$ cat config.mk
export PLATFORM = sky130hd
export DESIGN_NAME = pid_controller_v2
export DESIGN_NICKNAME = d
export VERILOG_FILES = /design/src/rtl/pid_controller_v2.sv
export SDC_FILE = /design/constraint.sdc
export NUM_CORES = 2
export LEC_CHECK = 0
export ABC_AREA = 1
export CAP_MARGIN = 25
export CELL_PAD_IN_SITES_DETAIL_PLACEMENT = 1
export CELL_PAD_IN_SITES_GLOBAL_PLACEMENT = 2
export CORE_UTILIZATION = 43
export DETAILED_ROUTE_END_ITERATION = 8
export PLACE_DENSITY = 0.95
export SYNTH_ARGS = -nofsm -noshare
export SYNTH_HDL_FRONTEND = slang
export SYNTH_SLANG_ARGS = --single-unit
export TNS_END_PERCENT = 20
$ cat constraint.sdc
create_clock -name clk -period 11.2 [get_ports clk]
set_input_delay 1.68 -clock clk [delete_from_list [all_inputs] [get_ports clk]]
set_output_delay 1.68 -clock clk [all_outputs]
set_load 0.01 [all_outputs]
$ cat src/rtl/pid_controller_v2.sv
// -----------------------------------------------------------------------------
// pid_controller_v2
//
// Fully pipelined fixed-point PID controller, one sample per cycle, four
// cycles of latency from an accepted sample to its out_valid beat.
//
//   edge n   : input register (set_point, data_in, in_valid)
//   edge n+1 : error e and first difference d = e - e_prev
//   edge n+2 : full-precision products p*e, i*e, d*d (coefficients sampled here)
//   edge n+3 : integrator update (clear / anti-windup / saturate) and PID sum
//   edge n+4 : arithmetic shift by FRAC_BITS, clamp to OUT_WIDTH, flags
//
// Ports
//   clk        : clock
//   rst_n      : asynchronous active-low reset
//   in_valid   : qualifies data_in / set_point
//   data_in    : measured value, signed DATA_WIDTH
//   set_point  : target value, signed DATA_WIDTH
//   p_coef     : proportional gain, signed COEF_WIDTH, FRAC_BITS fractional bits
//   i_coef     : integral gain, same format
//   d_coef     : derivative gain, same format
//   int_clear  : synchronous integrator clear (wins over a sample in stage 3)
//   out_valid  : qualifies data_out
//   data_out   : control output, signed OUT_WIDTH, held between valid beats
//   sat_hi     : data_out sits on its positive rail
//   sat_lo     : data_out sits on its negative rail
//   int_sat    : integrator clamped at its ACC_WIDTH limit
// -----------------------------------------------------------------------------
module pid_controller_v2 #(
    parameter int DATA_WIDTH = 14,
    parameter int COEF_WIDTH = 16,
    parameter int FRAC_BITS  = 12,
    parameter int ACC_WIDTH  = 32,
    parameter int OUT_WIDTH  = 14
) (
    input  logic                         clk,
    input  logic                         rst_n,
    input  logic                         in_valid,
    input  logic signed [DATA_WIDTH-1:0] data_in,
    input  logic signed [DATA_WIDTH-1:0] set_point,
    input  logic signed [COEF_WIDTH-1:0] p_coef,
    input  logic signed [COEF_WIDTH-1:0] i_coef,
    input  logic signed [COEF_WIDTH-1:0] d_coef,
    input  logic                         int_clear,
    output logic                         out_valid,
    output logic signed [OUT_WIDTH-1:0]  data_out,
    output logic                         sat_hi,
    output logic                         sat_lo,
    output logic                         int_sat
);

    // Internal widths: error, difference, products, integrator+1, sum.
    localparam int EW  = DATA_WIDTH + 1;
    localparam int DW  = DATA_WIDTH + 2;
    localparam int PW  = COEF_WIDTH + EW;
    localparam int DPW = COEF_WIDTH + DW;
    localparam int AXW = ACC_WIDTH + 1;
    localparam int SW  = ACC_WIDTH + 2;

    localparam logic signed [ACC_WIDTH-1:0] ACC_MAX = {1'b0, {(ACC_WIDTH-1){1'b1}}};
    localparam logic signed [ACC_WIDTH-1:0] ACC_MIN = {1'b1, {(ACC_WIDTH-1){1'b0}}};
    localparam logic signed [SW-1:0]        Y_MAX   = {{(SW-OUT_WIDTH+1){1'b0}}, {(OUT_WIDTH-1){1'b1}}};
    localparam logic signed [SW-1:0]        Y_MIN   = {{(SW-OUT_WIDTH+1){1'b1}}, {(OUT_WIDTH-1){1'b0}}};

    // The integrator must be able to absorb one full i*e product plus headroom.
    generate
        if (ACC_WIDTH < COEF_WIDTH + DATA_WIDTH + 2) begin : g_acc_width_check
            $error("pid_controller_v2: ACC_WIDTH must be >= COEF_WIDTH+DATA_WIDTH+2");
        end
    endgenerate

    // -------------------------------------------------------------------------
    // Input register
    // -------------------------------------------------------------------------
    logic                  in_valid_q;
    logic [DATA_WIDTH-1:0] data_in_q;
    logic [DATA_WIDTH-1:0] set_point_q;

    always_ff @(posedge clk or negedge rst_n) begin
        if (!rst_n) begin
            in_valid_q  <= 1'b0;
            data_in_q   <= '0;
            set_point_q <= '0;
        end else begin
            in_valid_q <= in_valid;
            if (in_valid) begin
                data_in_q   <= data_in;
                set_point_q <= set_point;
            end
        end
    end

    // -------------------------------------------------------------------------
    // Stage 1: error and first difference
    // -------------------------------------------------------------------------
    // e_q only loads on a valid sample, so between samples it already holds
    // the previous sample's error and doubles as e_prev.
    logic                 s1_valid_q;
    logic signed [EW-1:0] sp_x;
    logic signed [EW-1:0] din_x;
    logic signed [EW-1:0] e_d;
    logic signed [EW-1:0] e_q;
    logic signed [DW-1:0] e_dx;
    logic signed [DW-1:0] e_prev_dx;
    logic signed [DW-1:0] d_d;
    logic signed [DW-1:0] d_q;

    assign sp_x      = {set_point_q[DATA_WIDTH-1], set_point_q};
    assign din_x     = {data_in_q[DATA_WIDTH-1], data_in_q};
    assign e_d       = sp_x - din_x;
    assign e_dx      = {e_d[EW-1], e_d};
    assign e_prev_dx = {e_q[EW-1], e_q};
    assign d_d       = e_dx - e_prev_dx;

    always_ff @(posedge clk or negedge rst_n) begin
        if (!rst_n) begin
            s1_valid_q <= 1'b0;
            e_q        <= '0;
            d_q        <= '0;
        end else begin
            s1_valid_q <= in_valid_q;
            if (in_valid_q) begin
                e_q <= e_d;
                d_q <= d_d;
            end
        end
    end

    // -------------------------------------------------------------------------
    // Stage 2: full-precision products
    // -------------------------------------------------------------------------
    logic                  s2_valid_q;
    logic signed [PW-1:0]  p_x;
    logic signed [PW-1:0]  i_x;
    logic signed [PW-1:0]  e_px;
    logic signed [DPW-1:0] dc_x;
    logic signed [DPW-1:0] d_px;
    logic signed [PW-1:0]  pp_d;
    logic signed [PW-1:0]  ip_d;
    logic signed [DPW-1:0] dp_d;
    logic signed [PW-1:0]  pp_q;
    logic signed [PW-1:0]  ip_q;
    logic signed [DPW-1:0] dp_q;

    // Operands are sign-extended to the product width so each product is exact.
    assign p_x  = {{(PW-COEF_WIDTH){p_coef[COEF_WIDTH-1]}}, p_coef};
    assign i_x  = {{(PW-COEF_WIDTH){i_coef[COEF_WIDTH-1]}}, i_coef};
    assign e_px = {{(PW-EW){e_q[EW-1]}}, e_q};
    assign dc_x = {{(DPW-COEF_WIDTH){d_coef[COEF_WIDTH-1]}}, d_coef};
    assign d_px = {{(DPW-DW){d_q[DW-1]}}, d_q};
    assign pp_d = p_x * e_px;
    assign ip_d = i_x * e_px;
    assign dp_d = dc_x * d_px;

    always_ff @(posedge clk or negedge rst_n) begin
        if (!rst_n) begin
            s2_valid_q <= 1'b0;
            pp_q       <= '0;
            ip_q       <= '0;
            dp_q       <= '0;
        end else begin
            s2_valid_q <= s1_valid_q;
            if (s1_valid_q) begin
                pp_q <= pp_d;
                ip_q <= ip_d;
                dp_q <= dp_d;
            end
        end
    end

    // -------------------------------------------------------------------------
    // Stage 3: integrator and PID sum
    // -------------------------------------------------------------------------
    logic                        s3_valid_q;
    logic signed [ACC_WIDTH-1:0] acc_q;
    logic signed [ACC_WIDTH-1:0] acc_d;
    logic                        int_sat_q;
    logic                        int_sat_d;
    logic signed [AXW-1:0]       acc_x;
    logic signed [AXW-1:0]       ip_ax;
    logic signed [AXW-1:0]       acc_sum;
    logic                        acc_ovf;
    logic signed [ACC_WIDTH-1:0] acc_clamped;
    logic                        ip_pos;
    logic                        ip_neg;
    logic                        freeze;
    logic signed [SW-1:0]        pp_sx;
    logic signed [SW-1:0]        acc_sx;
    logic signed [SW-1:0]        dp_sx;
    logic signed [SW-1:0]        sum_d;
    logic signed [SW-1:0]        sum_q;
    logic                        sat_hi_q;
    logic                        sat_lo_q;

    assign acc_x   = {acc_q[ACC_WIDTH-1], acc_q};
    assign ip_ax   = {{(AXW-PW){ip_q[PW-1]}}, ip_q};
    assign acc_sum = acc_x + ip_ax;
    // One guard bit: overflow shows up as a disagreement of the top two bits,
    // and the guard bit tells which rail to clamp to.
    assign acc_ovf     = acc_sum[AXW-1] ^ acc_sum[AXW-2];
    assign acc_clamped = !acc_ovf ? acc_sum[ACC_WIDTH-1:0]
                                  : (acc_sum[AXW-1] ? ACC_MIN : ACC_MAX);

    assign ip_neg = ip_q[PW-1];
    assign ip_pos = !ip_q[PW-1] && (|ip_q);
    // Anti-windup looks at the flags of the last valid output; in back-to-back
    // streaming these lag by one sample, so one extra step can slip through.
    assign freeze = (sat_hi_q && ip_pos) || (sat_lo_q && ip_neg);

    always_comb begin
        acc_d     = acc_q;
        int_sat_d = int_sat_q;
        if (int_clear) begin
            acc_d     = '0;
            int_sat_d = 1'b0;
        end else if (s2_valid_q && !freeze) begin
            acc_d     = acc_clamped;
            int_sat_d = acc_ovf;
        end
    end

    // The sum uses the freshly updated integrator value.
    assign pp_sx  = {{(SW-PW){pp_q[PW-1]}}, pp_q};
    assign acc_sx = {{(SW-ACC_WIDTH){acc_d[ACC_WIDTH-1]}}, acc_d};
    assign dp_sx  = {{(SW-DPW){dp_q[DPW-1]}}, dp_q};
    assign sum_d  = pp_sx + acc_sx + dp_sx;

    always_ff @(posedge clk or negedge rst_n) begin
        if (!rst_n) begin
            s3_valid_q <= 1'b0;
            acc_q      <= '0;
            int_sat_q  <= 1'b0;
            sum_q      <= '0;
        end else begin
            s3_valid_q <= s2_valid_q;
            acc_q      <= acc_d;
            int_sat_q  <= int_sat_d;
            if (s2_valid_q) begin
                sum_q <= sum_d;
            end
        end
    end

    // -------------------------------------------------------------------------
    // Stage 4: scale, clamp, flags
    // -------------------------------------------------------------------------
    logic signed [SW-1:0]        y_full;
    logic signed [OUT_WIDTH-1:0] data_out_d;
    logic signed [OUT_WIDTH-1:0] data_out_q;
    logic                        sat_hi_d;
    logic                        sat_lo_d;
    logic                        out_valid_q;

    // Arithmetic shift: truncation toward minus infinity.
    assign y_full = sum_q >>> FRAC_BITS;

    // A flag is raised whenever the output lands on a rail, including reaching
    // it exactly, so anti-windup engages as soon as the output is pinned.
    always_comb begin
        data_out_d = y_full[OUT_WIDTH-1:0];
        sat_hi_d   = 1'b0;
        sat_lo_d   = 1'b0;
        if (y_full >= Y_MAX) begin
            data_out_d = Y_MAX[OUT_WIDTH-1:0];
            sat_hi_d   = 1'b1;
        end else if (y_full <= Y_MIN) begin
            data_out_d = Y_MIN[OUT_WIDTH-1:0];
            sat_lo_d   = 1'b1;
        end
    end

    always_ff @(posedge clk or negedge rst_n) begin
        if (!rst_n) begin
            out_valid_q <= 1'b0;
            data_out_q  <= '0;
            sat_hi_q    <= 1'b0;
            sat_lo_q    <= 1'b0;
        end else begin
            out_valid_q <= s3_valid_q;
            if (s3_valid_q) begin
                data_out_q <= data_out_d;
                sat_hi_q   <= sat_hi_d;
                sat_lo_q   <= sat_lo_d;
            end
        end
    end

    assign out_valid = out_valid_q;
    assign data_out  = data_out_q;
    assign sat_hi    = sat_hi_q;
    assign sat_lo    = sat_lo_q;
    assign int_sat   = int_sat_q;

endmodule

==> reports/metrics.yaml <==
outcome:
  status: "finished, final reports clean"
global_route:
  grt_pass1_vias: 36700
  grt_first_pass_wirelength_um: 193000
  grt_start_max_net_pins: 137
  overflow: 0
  antenna_found_initial: 6
  track_usage_pct: 24.5
layout:
  multi_input_area_mm2: 0.0305
  nFillCells: 11800
  seq_area_mm2: 0.00573
  stdcell_area_mm2: 0.0452
  drive_gt1_share_pct: 3.43
  fin_nets: 6334
  synthToLayoutAreaGrowth_pct: 7.58
floorplan:
  dieArea_mm2: 0.0989
  die_x_um: 314
  fp.coreArea_mm2: 0.0967
  start_util_pct: 43.4
  io_pins: 98
  die_h_um: 314
  row_count: 114
yosys:
  ys_types: 57
  synth.area.top_cells: "fa_1 (37%), dfrtp_1 (14%), inv_1 (12%)"
  syn_nets: 6363
  synth_xor_area_share_pct: 3.17
  synth_area_per_cell_um2: 8.11
  yosysWarningCount: 0
  synth_cells: 5174
  yosysMostFrequentCell: "inv_1"
  synth_seq_cells: 229
  synth_top_family_by_area: "adder cells"
  ys_seq_area_share_pct: 13.6
  synth-compound-area-share_pct: 6.88
  synth_fa_ha_area_share_pct: 46.7
  synth_edf_count: 0
  synthArstFlopShare_pct: 100
  synth.area.mux_share_pct: 0.376
  synthDominantCellAreaShare_pct: 36.5
  yosysTopAreaCell: "fa_1"
  synthFlopType: "dfrtp_1"
  synth-simple-area-share_pct: 15.4
  synth_area_mm2: 0.0420
  ys_top_cells_by_count: "inv_1 (1348), nand2_1 (1227), fa_1 (766)"
clock_tree:
  cts-root-buf: "clkbuf_16"
  cts_resized: 0
  clock_sinks: 229
  path_clk_slew_ns: 0.06
  clk_latency_ns: 0.61
  clock_path_buffers: 3
  cts_tree: "built"
  cts_buffers: 29
  ctsHtreeMaxLevel: 1
  ctsHoldBuffers: 0
  postCtsSetupRepairBufs: 0
job:
  drv_cap: 0
place:
  io_buffers: 97
  finalWeightedCongestion: 0.875
  dp_hpwl_um: 96000
  post_dp_cell_area_mm2: 0.0441
  place_ws_ns: 2.67
detailed_routing:
  wl_per_cell_um: 18.1
  drcViolationCount: 0
  viasPerCell: 5.04
  ant_nets: 0
  wirelength_um: 117000
  drt_iter0_markers: 1583
  first_pass_iters: 5
  vias: 32500
timing:
  clock.fmax_ghz: 0.125
  rsz0062_at_grt: "false"
  slew_violations: 0
  worst_slack_ns: 3.20
  max_slew_margin_pct: 35.9
  setup-violations-final: 0
  skew_ns: 0.0429
  tns_ns: 0
  period_share_pct: 71.4
  finalHoldViolCount: 0
  timing.final.crit_period_ns: 8.00
  timing.hold.ws_ns: 0.470
  worstMarginPinSlew_ns: 0.958
worst_setup_path:
  cp-start-kind: "primary input"
  worst-r2r-cell-count: 29
  worstPathRequired_ns: 11.68
  cp.arrival_ns: 8.48
  r2r-start: "e_q[5]"
  cp_max_fo: 15
  crit_path_start: "i_coef[12]"
  crit_type: "in -> reg"
  end_kind: "flip-flop"
hold_path:
  worstHoldPathType: "reg -> reg"
  min-delay-start: "data_out[13]"
  whs_path_depth: 2
## metrics by stage
step           instances  util, %
5_1_grt             6449     46.7
6_report            6449     46.7
2_1_floorplan       5174        -
4_1_cts             6441     46.7
3_3_place_gp        6387     45.6
3_5_place_dp        6388     45.6
## flip-flops by register name, indices dropped and copies added, names as in the netlist, 14 cells and up
name	cells
acc_q	32
d_q	16
data_in_q	14
data_out	14
dp_q	32
e_q	15
ip_q	31
pp_q	31
set_point_q	14
sum_q	22
## placed cells by master (no fill, tap or decap), drive strengths merged, types with 5 or more instances in the layout
| master | Yosys | layout |
|---|---|---|
| clkinv | 4 | 16 |
| fa | 766 | 766 |
| o211ai | 8 | 8 |
| dfrtp | 229 | 229 |
| nand4 | 16 | 16 |
| ha | 343 | 343 |
| o21ai | 238 | 238 |
| a31oi | 20 | 20 |
| nor4 | 9 | 9 |
| bufinv | 0 | 5 |
| xnor2 | 80 | 80 |
| mux2 | 14 | 14 |
| clkdlybuf4s50 | 0 | 96 |
| nor2 | 206 | 206 |
| inv | 1348 | 1349 |
| a21oi | 178 | 178 |
| buf | 3 | 34 |
| clkbuf | 187 | 34 |
| nor3 | 20 | 20 |
| diode | 0 | 6 |
| o221ai | 5 | 5 |
| o21bai | 21 | 21 |
| xor2 | 72 | 72 |
| o21a | 9 | 9 |
| nand2 | 1249 | 1249 |
| a21o | 11 | 11 |
| nand3 | 62 | 62 |
| o22ai | 5 | 5 |
| or2 | 38 | 38 |
| a21boi | 6 | 6 |
## worst paths after layout
| kind | slack [ns] | endpoint |
|---|---|---|
| worst min-delay path | 0.47 | data_out[13] |
| min in group asynchronous | 1.11 | acc_q[4] |
| worst min register to register | 0.47 | data_out[13] |
| worst max-delay path | 3.20 | ip_q[29] |
| worst max register to register | 4.09 | ip_q[29] |
| max in group asynchronous | 8.72 | d_q[14] |
## cell families after synthesis
family | count (synthesis)
XOR/XNOR | 152
AO/OA/AOI/OAI | 520
AND/OR/NAND/NOR | 1608
multiplexers | 14
buffers and inverters | 1542
adder cells (fa/ha/maj) | 1109
flip-flops | 229
## area by class of cell
| cell class | count | share of cell area [%] |
|---|---|---|
| sequential | 229 | 12.7 |
| tap | 1276 | 3.53 |
| timing repair buffer | 130 | 2.83 |
| inverter | 1352 | 11.2 |
| clock inverter | 19 | 0.535 |
| clock buffer | 34 | 1.71 |
| antenna | 6 | 0.0332 |
| multi-input combinational | 3403 | 67.4 |
## worst max-delay path: stages
cell and delay, ns:
clkdlybuf4s50_1 0.94, nand2_1 0.18, fa_1 0.56, fa_1 0.55
inv_1 0.05, fa_1 0.49, fa_1 0.51, fa_1 0.50
inv_1 0.05, fa_1 0.47, inv_1 0.04, ha_1 0.33
a21oi_1 0.21, inv_1 0.08, nor2_1 0.13, o211ai_1 0.09
a21oi_1 0.31, nor3_1 0.11, nor2_1 0.18, o21ai_1 0.11
a21o_1 0.18, nand2_1 0.08, a21oi_1 0.08, or2_0 0.23
or2_0 0.21, nand3_1 0.07, o21ai_1 0.06
## per-layer routing
metal,vias up,wire length [um],global-route usage (%)
met5,-,0,0
met4,0,2700,6.17
met3,133,3480,1.89
met2,561,58300,42.7
met1,16700,52300,33.0
li1,15100,-,-
Power is left out: the tool's default activity adds up to more than one toggle a clock period on the data nets, which glitch-free logic cannot reach.
